==> src/rtl/pipeline_sequencer_pkg.sv <==
// Shared types and defaults for the filter datapath run-control block.
//   seq_state_t : run-control FSM states
//   fwd_sel_t   : ALU source forwarding select encoding
//   *_DEFAULT   : parameter defaults used by the sequencer and its interface
package filter_gpu_pkg;

    typedef enum logic [2:0] {
        IDLE,
        CLEAR,
        RUN,
        DRAIN,
        DONE
    } seq_state_t;

    typedef logic [1:0] fwd_sel_t;

    localparam fwd_sel_t FWD_REG = 2'b00;
    localparam fwd_sel_t FWD_WB  = 2'b01;
    localparam fwd_sel_t FWD_MEM = 2'b10;

    localparam logic [31:0] HALT_WORD_DEFAULT    = 32'hFFFF_FFFF;
    localparam int          DRAIN_CYCLES_DEFAULT = 4;
    localparam int          CLEAR_CYCLES_DEFAULT = 2;
    localparam int          CNT_W_DEFAULT        = 32;

    // Forwarding source for one execute-stage operand. The memory stage holds
    // the younger result, so it wins over writeback when both match.
    function automatic fwd_sel_t fwd_select(
        input logic [3:0] ra_e,
        input logic [3:0] wa_m,
        input logic [3:0] wa_w,
        input logic       reg_write_m,
        input logic       reg_write_w
    );
        if (reg_write_m && (ra_e == wa_m)) return FWD_MEM;
        if (reg_write_w && (ra_e == wa_w)) return FWD_WB;
        return FWD_REG;
    endfunction

endpackage

==> src/rtl/pipeline_sequencer_if.sv <==
// Bus between the filter datapath and its run-control sequencer.
//   master : datapath/host side (drives start, fetch word, register ids)
//   slave  : sequencer side (drives reset, enables, clears, forwards, status)
// CNT_W must match the CNT_W of the attached sequencer.
interface pipeline_sequencer_if
    import filter_gpu_pkg::*;
#(
    parameter int CNT_W = CNT_W_DEFAULT
) ();

    logic             start;
    logic [31:0]      InstrF;
    logic [3:0]       ra1D;
    logic [3:0]       ra2D;
    logic [3:0]       ra1E;
    logic [3:0]       ra2E;
    logic [3:0]       WA3E;
    logic [3:0]       WA3M;
    logic [3:0]       WA3W;
    logic             RegWriteM;
    logic             RegWriteW;
    logic             MemtoRegE;

    logic             dp_rst;
    logic             EN1;
    logic             EN2;
    logic             CLR1;
    logic             CLR2;
    fwd_sel_t         ForwardAE;
    fwd_sel_t         ForwardBE;
    logic             busy;
    logic             done;
    logic [CNT_W-1:0] cycles;
    logic [CNT_W-1:0] stalls;

    modport master (
        output start, InstrF, ra1D, ra2D, ra1E, ra2E, WA3E, WA3M, WA3W,
               RegWriteM, RegWriteW, MemtoRegE,
        input  dp_rst, EN1, EN2, CLR1, CLR2, ForwardAE, ForwardBE,
               busy, done, cycles, stalls
    );

    modport slave (
        input  start, InstrF, ra1D, ra2D, ra1E, ra2E, WA3E, WA3M, WA3W,
               RegWriteM, RegWriteW, MemtoRegE,
        output dp_rst, EN1, EN2, CLR1, CLR2, ForwardAE, ForwardBE,
               busy, done, cycles, stalls
    );

endinterface

==> src/rtl/pipeline_sequencer_hazard.sv <==
// hazard_unit: combinational load-use stall detection and operand forwarding.
//   i_ra1_d/i_ra2_d : decode-stage source registers
//   i_ra1_e/i_ra2_e : execute-stage source registers
//   i_wa3_e/m/w     : destination registers in execute/memory/writeback
//   i_reg_write_m/w : memory/writeback stage writes a register
//   i_mem_to_reg_e  : execute-stage instruction is a load
//   o_stall         : load-use hazard this cycle
//   o_fwd_a/o_fwd_b : SrcA/SrcB forwarding selects
module hazard_unit
    import filter_gpu_pkg::*;
(
    input  logic [3:0] i_ra1_d,
    input  logic [3:0] i_ra2_d,
    input  logic [3:0] i_ra1_e,
    input  logic [3:0] i_ra2_e,
    input  logic [3:0] i_wa3_e,
    input  logic [3:0] i_wa3_m,
    input  logic [3:0] i_wa3_w,
    input  logic       i_reg_write_m,
    input  logic       i_reg_write_w,
    input  logic       i_mem_to_reg_e,
    output logic       o_stall,
    output fwd_sel_t   o_fwd_a,
    output fwd_sel_t   o_fwd_b
);

    // A load result is not available until after memory, so any decode-stage
    // reader of the load's destination must wait one cycle. Register 0 is not
    // exempt.
    assign o_stall = i_mem_to_reg_e && ((i_ra1_d == i_wa3_e) || (i_ra2_d == i_wa3_e));

    assign o_fwd_a = fwd_select(i_ra1_e, i_wa3_m, i_wa3_w, i_reg_write_m, i_reg_write_w);
    assign o_fwd_b = fwd_select(i_ra2_e, i_wa3_m, i_wa3_w, i_reg_write_m, i_reg_write_w);

endmodule

==> src/rtl/pipeline_sequencer.sv <==
// pipeline_sequencer: run-control and hazard controller for the 5-stage
// filter datapath. Starts a run by holding the datapath in reset, runs until
// the halt word is fetched, drains in-flight instructions, then reports the
// run length and the number of load-use stall cycles.
//   CLK : clock
//   RST : synchronous active-high reset
//   bus : slave side of pipeline_sequencer_if (start, fetch word, register
//         ids in; dp_rst, EN1/EN2, CLR1/CLR2, ForwardAE/BE, busy, done,
//         cycles, stalls out)
module pipeline_sequencer
    import filter_gpu_pkg::*;
#(
    parameter logic [31:0] HALT_WORD    = HALT_WORD_DEFAULT,
    parameter int          DRAIN_CYCLES = DRAIN_CYCLES_DEFAULT,
    parameter int          CLEAR_CYCLES = CLEAR_CYCLES_DEFAULT,
    parameter int          CNT_W        = CNT_W_DEFAULT
) (
    input  logic                 CLK,
    input  logic                 RST,
    pipeline_sequencer_if.slave  bus
);

    localparam int CLR_W = $clog2(CLEAR_CYCLES + 1);
    localparam int DRN_W = $clog2(DRAIN_CYCLES + 1);

    seq_state_t       r_state;
    logic [CLR_W-1:0] r_clr_cnt;
    logic [DRN_W-1:0] r_drain_cnt;
    logic [CNT_W-1:0] r_cycles;
    logic [CNT_W-1:0] r_stalls;
    logic             r_busy;
    logic             r_done;

    logic             w_stall;
    fwd_sel_t         w_fwd_a;
    fwd_sel_t         w_fwd_b;
    logic             w_halt;
    logic             w_en1;
    logic             w_en2;
    logic             w_clr1;
    logic             w_clr2;

    hazard_unit u_hazard (
        .i_ra1_d        (bus.ra1D),
        .i_ra2_d        (bus.ra2D),
        .i_ra1_e        (bus.ra1E),
        .i_ra2_e        (bus.ra2E),
        .i_wa3_e        (bus.WA3E),
        .i_wa3_m        (bus.WA3M),
        .i_wa3_w        (bus.WA3W),
        .i_reg_write_m  (bus.RegWriteM),
        .i_reg_write_w  (bus.RegWriteW),
        .i_mem_to_reg_e (bus.MemtoRegE),
        .o_stall        (w_stall),
        .o_fwd_a        (w_fwd_a),
        .o_fwd_b        (w_fwd_b)
    );

    assign w_halt = (bus.InstrF == HALT_WORD);

    function automatic logic [CNT_W-1:0] sat_inc(input logic [CNT_W-1:0] v);
        return (v == '1) ? v : v + CNT_W'(1);
    endfunction

    always_ff @(posedge CLK) begin
        // NOTE: every register here uses <= so all flops update from the same
        // pre-edge values; a blocking = would let later lines see new values.
        if (RST) begin
            // NOTE: the reset is synchronous, so it lives inside the clocked
            // block; it has no sensitivity-list entry of its own.
            r_state     <= IDLE;
            r_clr_cnt   <= '0;
            r_drain_cnt <= '0;
            r_cycles    <= '0;
            r_stalls    <= '0;
            r_busy      <= 1'b0;
            r_done      <= 1'b0;
        end else begin
            case (r_state)
                IDLE, DONE: begin
                    if (bus.start) begin
                        r_state   <= CLEAR;
                        r_clr_cnt <= CLR_W'(CLEAR_CYCLES - 1);
                        r_cycles  <= '0;
                        r_stalls  <= '0;
                        r_busy    <= 1'b1;
                        r_done    <= 1'b0;
                    end
                end
                CLEAR: begin
                    if (r_clr_cnt == '0) r_state   <= RUN;
                    else                 r_clr_cnt <= r_clr_cnt - CLR_W'(1);
                end
                RUN: begin
                    r_cycles <= sat_inc(r_cycles);
                    if (w_stall) r_stalls <= sat_inc(r_stalls);
                    // A stalled halt is not consumed: the PC is frozen and
                    // the same word is presented again next cycle.
                    if (w_halt && !w_stall) begin
                        r_state     <= DRAIN;
                        r_drain_cnt <= DRN_W'(DRAIN_CYCLES - 1);
                    end
                end
                DRAIN: begin
                    r_cycles <= sat_inc(r_cycles);
                    if (w_stall) r_stalls <= sat_inc(r_stalls);
                    // Only non-stalled cycles advance the tail of the pipe.
                    if (!w_stall) begin
                        if (r_drain_cnt == '0) begin
                            r_state <= DONE;
                            r_busy  <= 1'b0;
                            r_done  <= 1'b1;
                        end else begin
                            r_drain_cnt <= r_drain_cnt - DRN_W'(1);
                        end
                    end
                end
                default: begin
                    r_state <= IDLE;
                    r_busy  <= 1'b0;
                    r_done  <= 1'b0;
                end
            endcase
        end
    end

    always_comb begin
        // NOTE: defaults first so every path assigns every output; a missing
        // branch would otherwise infer a latch.
        w_en1  = 1'b0;
        w_en2  = 1'b0;
        w_clr1 = 1'b1;
        w_clr2 = 1'b1;
        case (r_state)
            RUN: begin
                w_en1  = !w_stall;
                w_en2  = !w_stall;
                w_clr1 = 1'b0;
                w_clr2 = w_stall;
            end
            DRAIN: begin
                // Fetch stays frozen; decode keeps shifting bubbles forward.
                w_en1  = 1'b0;
                w_en2  = !w_stall;
                w_clr1 = !w_stall;
                w_clr2 = w_stall;
            end
            default: ;
        endcase
    end

    assign bus.dp_rst    = RST || (r_state == CLEAR);
    assign bus.EN1       = w_en1;
    assign bus.EN2       = w_en2;
    assign bus.CLR1      = w_clr1;
    assign bus.CLR2      = w_clr2;
    assign bus.ForwardAE = w_fwd_a;
    assign bus.ForwardBE = w_fwd_b;
    assign bus.busy      = r_busy;
    assign bus.done      = r_done;
    assign bus.cycles    = r_cycles;
    assign bus.stalls    = r_stalls;

endmodule

==> src/flat_wrapper.sv <==
// flat-port wrapper written by rule: the top's interface ports become plain ports
module pipeline_sequencer_flat import filter_gpu_pkg::*;
#(
    parameter logic [31:0] HALT_WORD    = HALT_WORD_DEFAULT,
    parameter int          DRAIN_CYCLES = DRAIN_CYCLES_DEFAULT,
    parameter int          CLEAR_CYCLES = CLEAR_CYCLES_DEFAULT,
    parameter int          CNT_W        = CNT_W_DEFAULT
)
  (CLK, RST, bus_start, bus_InstrF, bus_ra1D, bus_ra2D, bus_ra1E, bus_ra2E, bus_WA3E, bus_WA3M, bus_WA3W, bus_RegWriteM, bus_RegWriteW, bus_MemtoRegE, bus_dp_rst, bus_EN1, bus_EN2, bus_CLR1, bus_CLR2, bus_ForwardAE, bus_ForwardBE, bus_busy, bus_done, bus_cycles, bus_stalls);
  pipeline_sequencer_if #(.CNT_W(CNT_W)) bus_i ();
  input  logic CLK;
  input  logic RST;
  input wire logic [$bits(bus_i.start)-1:0] bus_start;
  input wire logic [$bits(bus_i.InstrF)-1:0] bus_InstrF;
  input wire logic [$bits(bus_i.ra1D)-1:0] bus_ra1D;
  input wire logic [$bits(bus_i.ra2D)-1:0] bus_ra2D;
  input wire logic [$bits(bus_i.ra1E)-1:0] bus_ra1E;
  input wire logic [$bits(bus_i.ra2E)-1:0] bus_ra2E;
  input wire logic [$bits(bus_i.WA3E)-1:0] bus_WA3E;
  input wire logic [$bits(bus_i.WA3M)-1:0] bus_WA3M;
  input wire logic [$bits(bus_i.WA3W)-1:0] bus_WA3W;
  input wire logic [$bits(bus_i.RegWriteM)-1:0] bus_RegWriteM;
  input wire logic [$bits(bus_i.RegWriteW)-1:0] bus_RegWriteW;
  input wire logic [$bits(bus_i.MemtoRegE)-1:0] bus_MemtoRegE;
  output wire logic [$bits(bus_i.dp_rst)-1:0] bus_dp_rst;
  output wire logic [$bits(bus_i.EN1)-1:0] bus_EN1;
  output wire logic [$bits(bus_i.EN2)-1:0] bus_EN2;
  output wire logic [$bits(bus_i.CLR1)-1:0] bus_CLR1;
  output wire logic [$bits(bus_i.CLR2)-1:0] bus_CLR2;
  output wire logic [$bits(bus_i.ForwardAE)-1:0] bus_ForwardAE;
  output wire logic [$bits(bus_i.ForwardBE)-1:0] bus_ForwardBE;
  output wire logic [$bits(bus_i.busy)-1:0] bus_busy;
  output wire logic [$bits(bus_i.done)-1:0] bus_done;
  output wire logic [$bits(bus_i.cycles)-1:0] bus_cycles;
  output wire logic [$bits(bus_i.stalls)-1:0] bus_stalls;
  assign bus_i.start = bus_start;
  assign bus_i.InstrF = bus_InstrF;
  assign bus_i.ra1D = bus_ra1D;
  assign bus_i.ra2D = bus_ra2D;
  assign bus_i.ra1E = bus_ra1E;
  assign bus_i.ra2E = bus_ra2E;
  assign bus_i.WA3E = bus_WA3E;
  assign bus_i.WA3M = bus_WA3M;
  assign bus_i.WA3W = bus_WA3W;
  assign bus_i.RegWriteM = bus_RegWriteM;
  assign bus_i.RegWriteW = bus_RegWriteW;
  assign bus_i.MemtoRegE = bus_MemtoRegE;
  assign bus_dp_rst = bus_i.dp_rst;
  assign bus_EN1 = bus_i.EN1;
  assign bus_EN2 = bus_i.EN2;
  assign bus_CLR1 = bus_i.CLR1;
  assign bus_CLR2 = bus_i.CLR2;
  assign bus_ForwardAE = bus_i.ForwardAE;
  assign bus_ForwardBE = bus_i.ForwardBE;
  assign bus_busy = bus_i.busy;
  assign bus_done = bus_i.done;
  assign bus_cycles = bus_i.cycles;
  assign bus_stalls = bus_i.stalls;
  pipeline_sequencer #(.HALT_WORD(HALT_WORD), .DRAIN_CYCLES(DRAIN_CYCLES), .CLEAR_CYCLES(CLEAR_CYCLES), .CNT_W(CNT_W)) u_core (.CLK(CLK), .RST(RST), .bus(bus_i));
endmodule
==> config.mk <==
export PLATFORM = sky130hd
export DESIGN_NAME = pipeline_sequencer_flat
export DESIGN_NICKNAME = d
export VERILOG_FILES = /design/src/rtl/pipeline_sequencer_pkg.sv /design/src/rtl/pipeline_sequencer_if.sv /design/src/rtl/pipeline_sequencer_hazard.sv /design/src/rtl/pipeline_sequencer.sv /design/src/flat_wrapper.sv
export SDC_FILE = /design/constraint.sdc
export NUM_CORES = 1
export LEC_CHECK = 0
export BUFFER_PORTS_ARGS = -buffer_cell sky130_fd_sc_hd__buf_4
export CAP_MARGIN = 5
export CORE_UTILIZATION = 30
export CTS_BUF_LIST = sky130_fd_sc_hd__clkbuf_8
export DETAILED_ROUTE_END_ITERATION = 10
export GPL_TIMING_DRIVEN = 0
export REMOVE_ABC_BUFFERS = 1
export SKIP_CTS_REPAIR_TIMING = 1
export SLEW_MARGIN = 10
export SYNTH_ARGS = -nofsm -noshare
export SYNTH_HDL_FRONTEND = slang
export SYNTH_SLANG_ARGS = --single-unit
==> constraint.sdc <==
create_clock -name CLK -period 3.8 [get_ports CLK]
set_input_delay 0.57 -clock CLK [delete_from_list [all_inputs] [get_ports CLK]]
set_output_delay 0.57 -clock CLK [all_outputs]
set_load 0.01 [all_outputs]
==> out/metrics.csv <==
metric;value;unit
WP data required;4.10;ns
Fillers;1370;
Period minus WS final;3.00;ns
Slew headroom;29.5;%
Crit. End Element;register;
Synth cell types;62;
Ant. Diodes;0;
ANT nets after route;0;
clk_lat worst skew;0.37;ns
synthesized cell area;4220;µm²
synth top area cells;dfxtp_1 35%, xor2_1 6.6%, nor2_1 4.4%, nand2_1 4.2%, xnor2_1 3.9%;
total track usage;16.5;%
vias in the first global route;3972;
clock slew at reported path FFs;0.08;ns
final setup vio count;0;
DRT Pass-1 Iters;5;
status;completed;
clock sinks;74;
drt total wl;11900;µm
Core Box Area;13500;µm²
GRT overflow;0;
hold slack;0.460;ns
post-synth top area share;35.1;%
Iter 0 DRT Violations;262;
Area Overhead vs Synth;34.5;%
Max Clk Rate;333;MHz
fraction of layout instances using a drive strength above 1;26.7;%
Vias;4307;
H-tree depth;3;
IO Count;141;
CTS tree;done;
Root Driver;clkbuf_8;
number of max-cap violations;0;
RSZ-0062 raised after global routing;false;
worst-margin pin slew;1.06;ns
initial antenna violation count;0;
Main synth FF type;dfxtp_1;
global-route wire length before repair;19100;µm
Syn. warnings;0;
worst path arrival time;3.30;ns
standard-cell rows;42;
Crit Path Class;reg2reg;
Starting Density;31.4;%
Cells after Synth;518;
final hold viol count;0;
Post-synth EDFFs;0;
Max Slew Vio Count;0;
Leak;2.20;nW
detailed placer's ending HPWL;8980;µm
maximum fanout along the worst path;37;
final net count;721;
syn_area_per_cell;8.14;µm²
largest net degree at the start of global routing;38;
IO buf count;140;
Hold WC Path Type;reg2reg;
Residual DRC;0;
final worst-path cycle share;79.0;%
sequential area share after synthesis;35.1;%
power per cell area;375;nW/µm²
cell taking the most area after synthesis;dfxtp_1;
GPL Wtd Cong;0.817;
#FFs+latches synth;74;
Max VDD drop;187;µV
Num CTS Buffers;9;
Chip Height;121;µm
crit start category;register;
clk buf depth;2;
Die Width;121;µm
final setup TNS;0;ns
vias per cell;5.18;
drt wl/cell;14.3;µm
Die ar.;14500;µm²
Synth async-reset ratio;0;%
Fin Clk Skew;0.00992;ns
-- sequential cells by signal, summed over array words and instances (netlist names) --
name	flops
u_core.bus.stalls	32
u_core.bus.done	1
u_core.r_state	3
u_core.r_drain_cnt	3
u_core.bus.cycles	32
u_core.bus.busy	1
u_core.r_clr_cnt	2
-- cell usage in the layout, fill, tap and decap left out, types with 2 or more instances in the layout --
master | synthesis | routed
o211ai_1 | 8 | 8
o21ai_0 | 23 | 23
a311oi_1 | 2 | 2
xnor2_1 | 19 | 19
nand3b_1 | 3 | 3
nor2_1 | 49 | 49
o21bai_1 | 2 | 2
and3_1 | 11 | 11
o31a_1 | 3 | 3
nand3_2 | 2 | 2
or4_1 | 9 | 9
a2111oi_2 | 2 | 2
bufinv_16 | 0 | 2
clkbuf_8 | 0 | 12
dfxtp_1 | 74 | 74
nand4_1 | 21 | 21
o21a_1 | 6 | 6
nand3_1 | 30 | 30
inv_1 | 16 | 16
buf_4 | 3 | 140
o31ai_1 | 3 | 3
a21oi_1 | 31 | 31
or3_1 | 20 | 20
mux2i_1 | 3 | 3
nor4_1 | 9 | 9
xor2_1 | 32 | 32
nor3_1 | 14 | 14
nand4b_1 | 2 | 2
nand2_1 | 47 | 47
and4_1 | 10 | 10
and2_1 | 9 | 9
nor4_4 | 2 | 2
nand2b_1 | 4 | 3
ha_1 | 5 | 5
-- cells in the mapped netlist, types with 11 or more instances --
| cell | number |
|---|---|
| dfxtp_1 | 74 |
| nor2_1 | 49 |
| nand2_1 | 47 |
| xor2_1 | 32 |
| a21oi_1 | 31 |
| nand3_1 | 30 |
| o21ai_0 | 23 |
| nand4_1 | 21 |
| or3_1 | 20 |
| xnor2_1 | 19 |
| inv_1 | 16 |
| nor3_1 | 14 |
| and3_1 | 11 |
-- logic make-up (layout without fill, tap and decap cells) --
family                   after synthesis  in the layout  synth area share, %
XOR/XNOR                              51             51                 10.6
AND/OR/NAND/NOR                      255            255                 34.0
multiplexers                           3              3                0.712
buffers and inverters                 37            174                 3.97
flip-flops                            74             74                 35.1
AO/OA/AOI/OAI                         93             93                 14.2
adder cells (fa/ha/maj)                5              5                 1.48
-- area by class of cell --
class / count / area, µm² / share of cell area (%)
well taps: 176 / 220 / 3.88
flip-flops and latches: 74 / 1480 / 26.1
multi-input cells: 407 / 2580 / 45.6
clock inverters: 4 / 72.6 / 1.28
inverters: 16 / 60.1 / 1.06
repair buffers: 142 / 1090 / 19.2
clock buffers: 12 / 165 / 2.91
-- routing by layer --
| metal | GRT usage [%] | wire (µm) | vias to the layer above |
|---|---|---|---|
| li1 | - | - | 2153 |
| met1 | 19.8 | 5060 | 2015 |
| met2 | 28.3 | 5940 | 118 |
| met3 | 4.01 | 607 | 21 |
| met4 | 6.17 | 248 | 0 |
| met5 | 0 | 0 | - |
-- worst paths after layout --
kind,start,endpoint,slack (ns),cells past startpoint
worst max-delay path,u_core.r_state[1],u_core.bus.stalls[17],0.80,6
worst min-delay path,u_core.bus.done,u_core.bus.done,0.46,2
worst max register to register,u_core.r_state[1],u_core.bus.stalls[17],0.80,6
worst min register to register,u_core.bus.done,u_core.bus.done,0.46,2
-- worst max-delay path, stage by stage (launching register included) --
cell     delay (ns)
dfxtp_1        0.47
and2b_1        0.43
nand2_1        0.11
a21oi_1        0.82
o21ai_4        0.39
or4b_1         0.56
a21oi_1        0.14
-- stage by stage --
stage                     total power [W]  setup WS (ns)  utilization, %  area [µm²]  instances
final                             0.00213          0.798            42.2        5670        831
after global routing              0.00223          0.506            42.2        5670        831
after CTS                         0.00214          0.597            42.1        5670        831
after detailed placement          0.00142          0.560            40.4        5430        815
after global placement            0.00138        -0.0912            40.0        5380        813
after floorplan                   0.00117           1.18               -        4110        497
-- power by group --
group,switching [W],internal [W]
clock network,0.000303,0.000422
registers,0.0000403,0.000804
logic,0.000343,0.000214
Power figures use the tool's default switching activity.
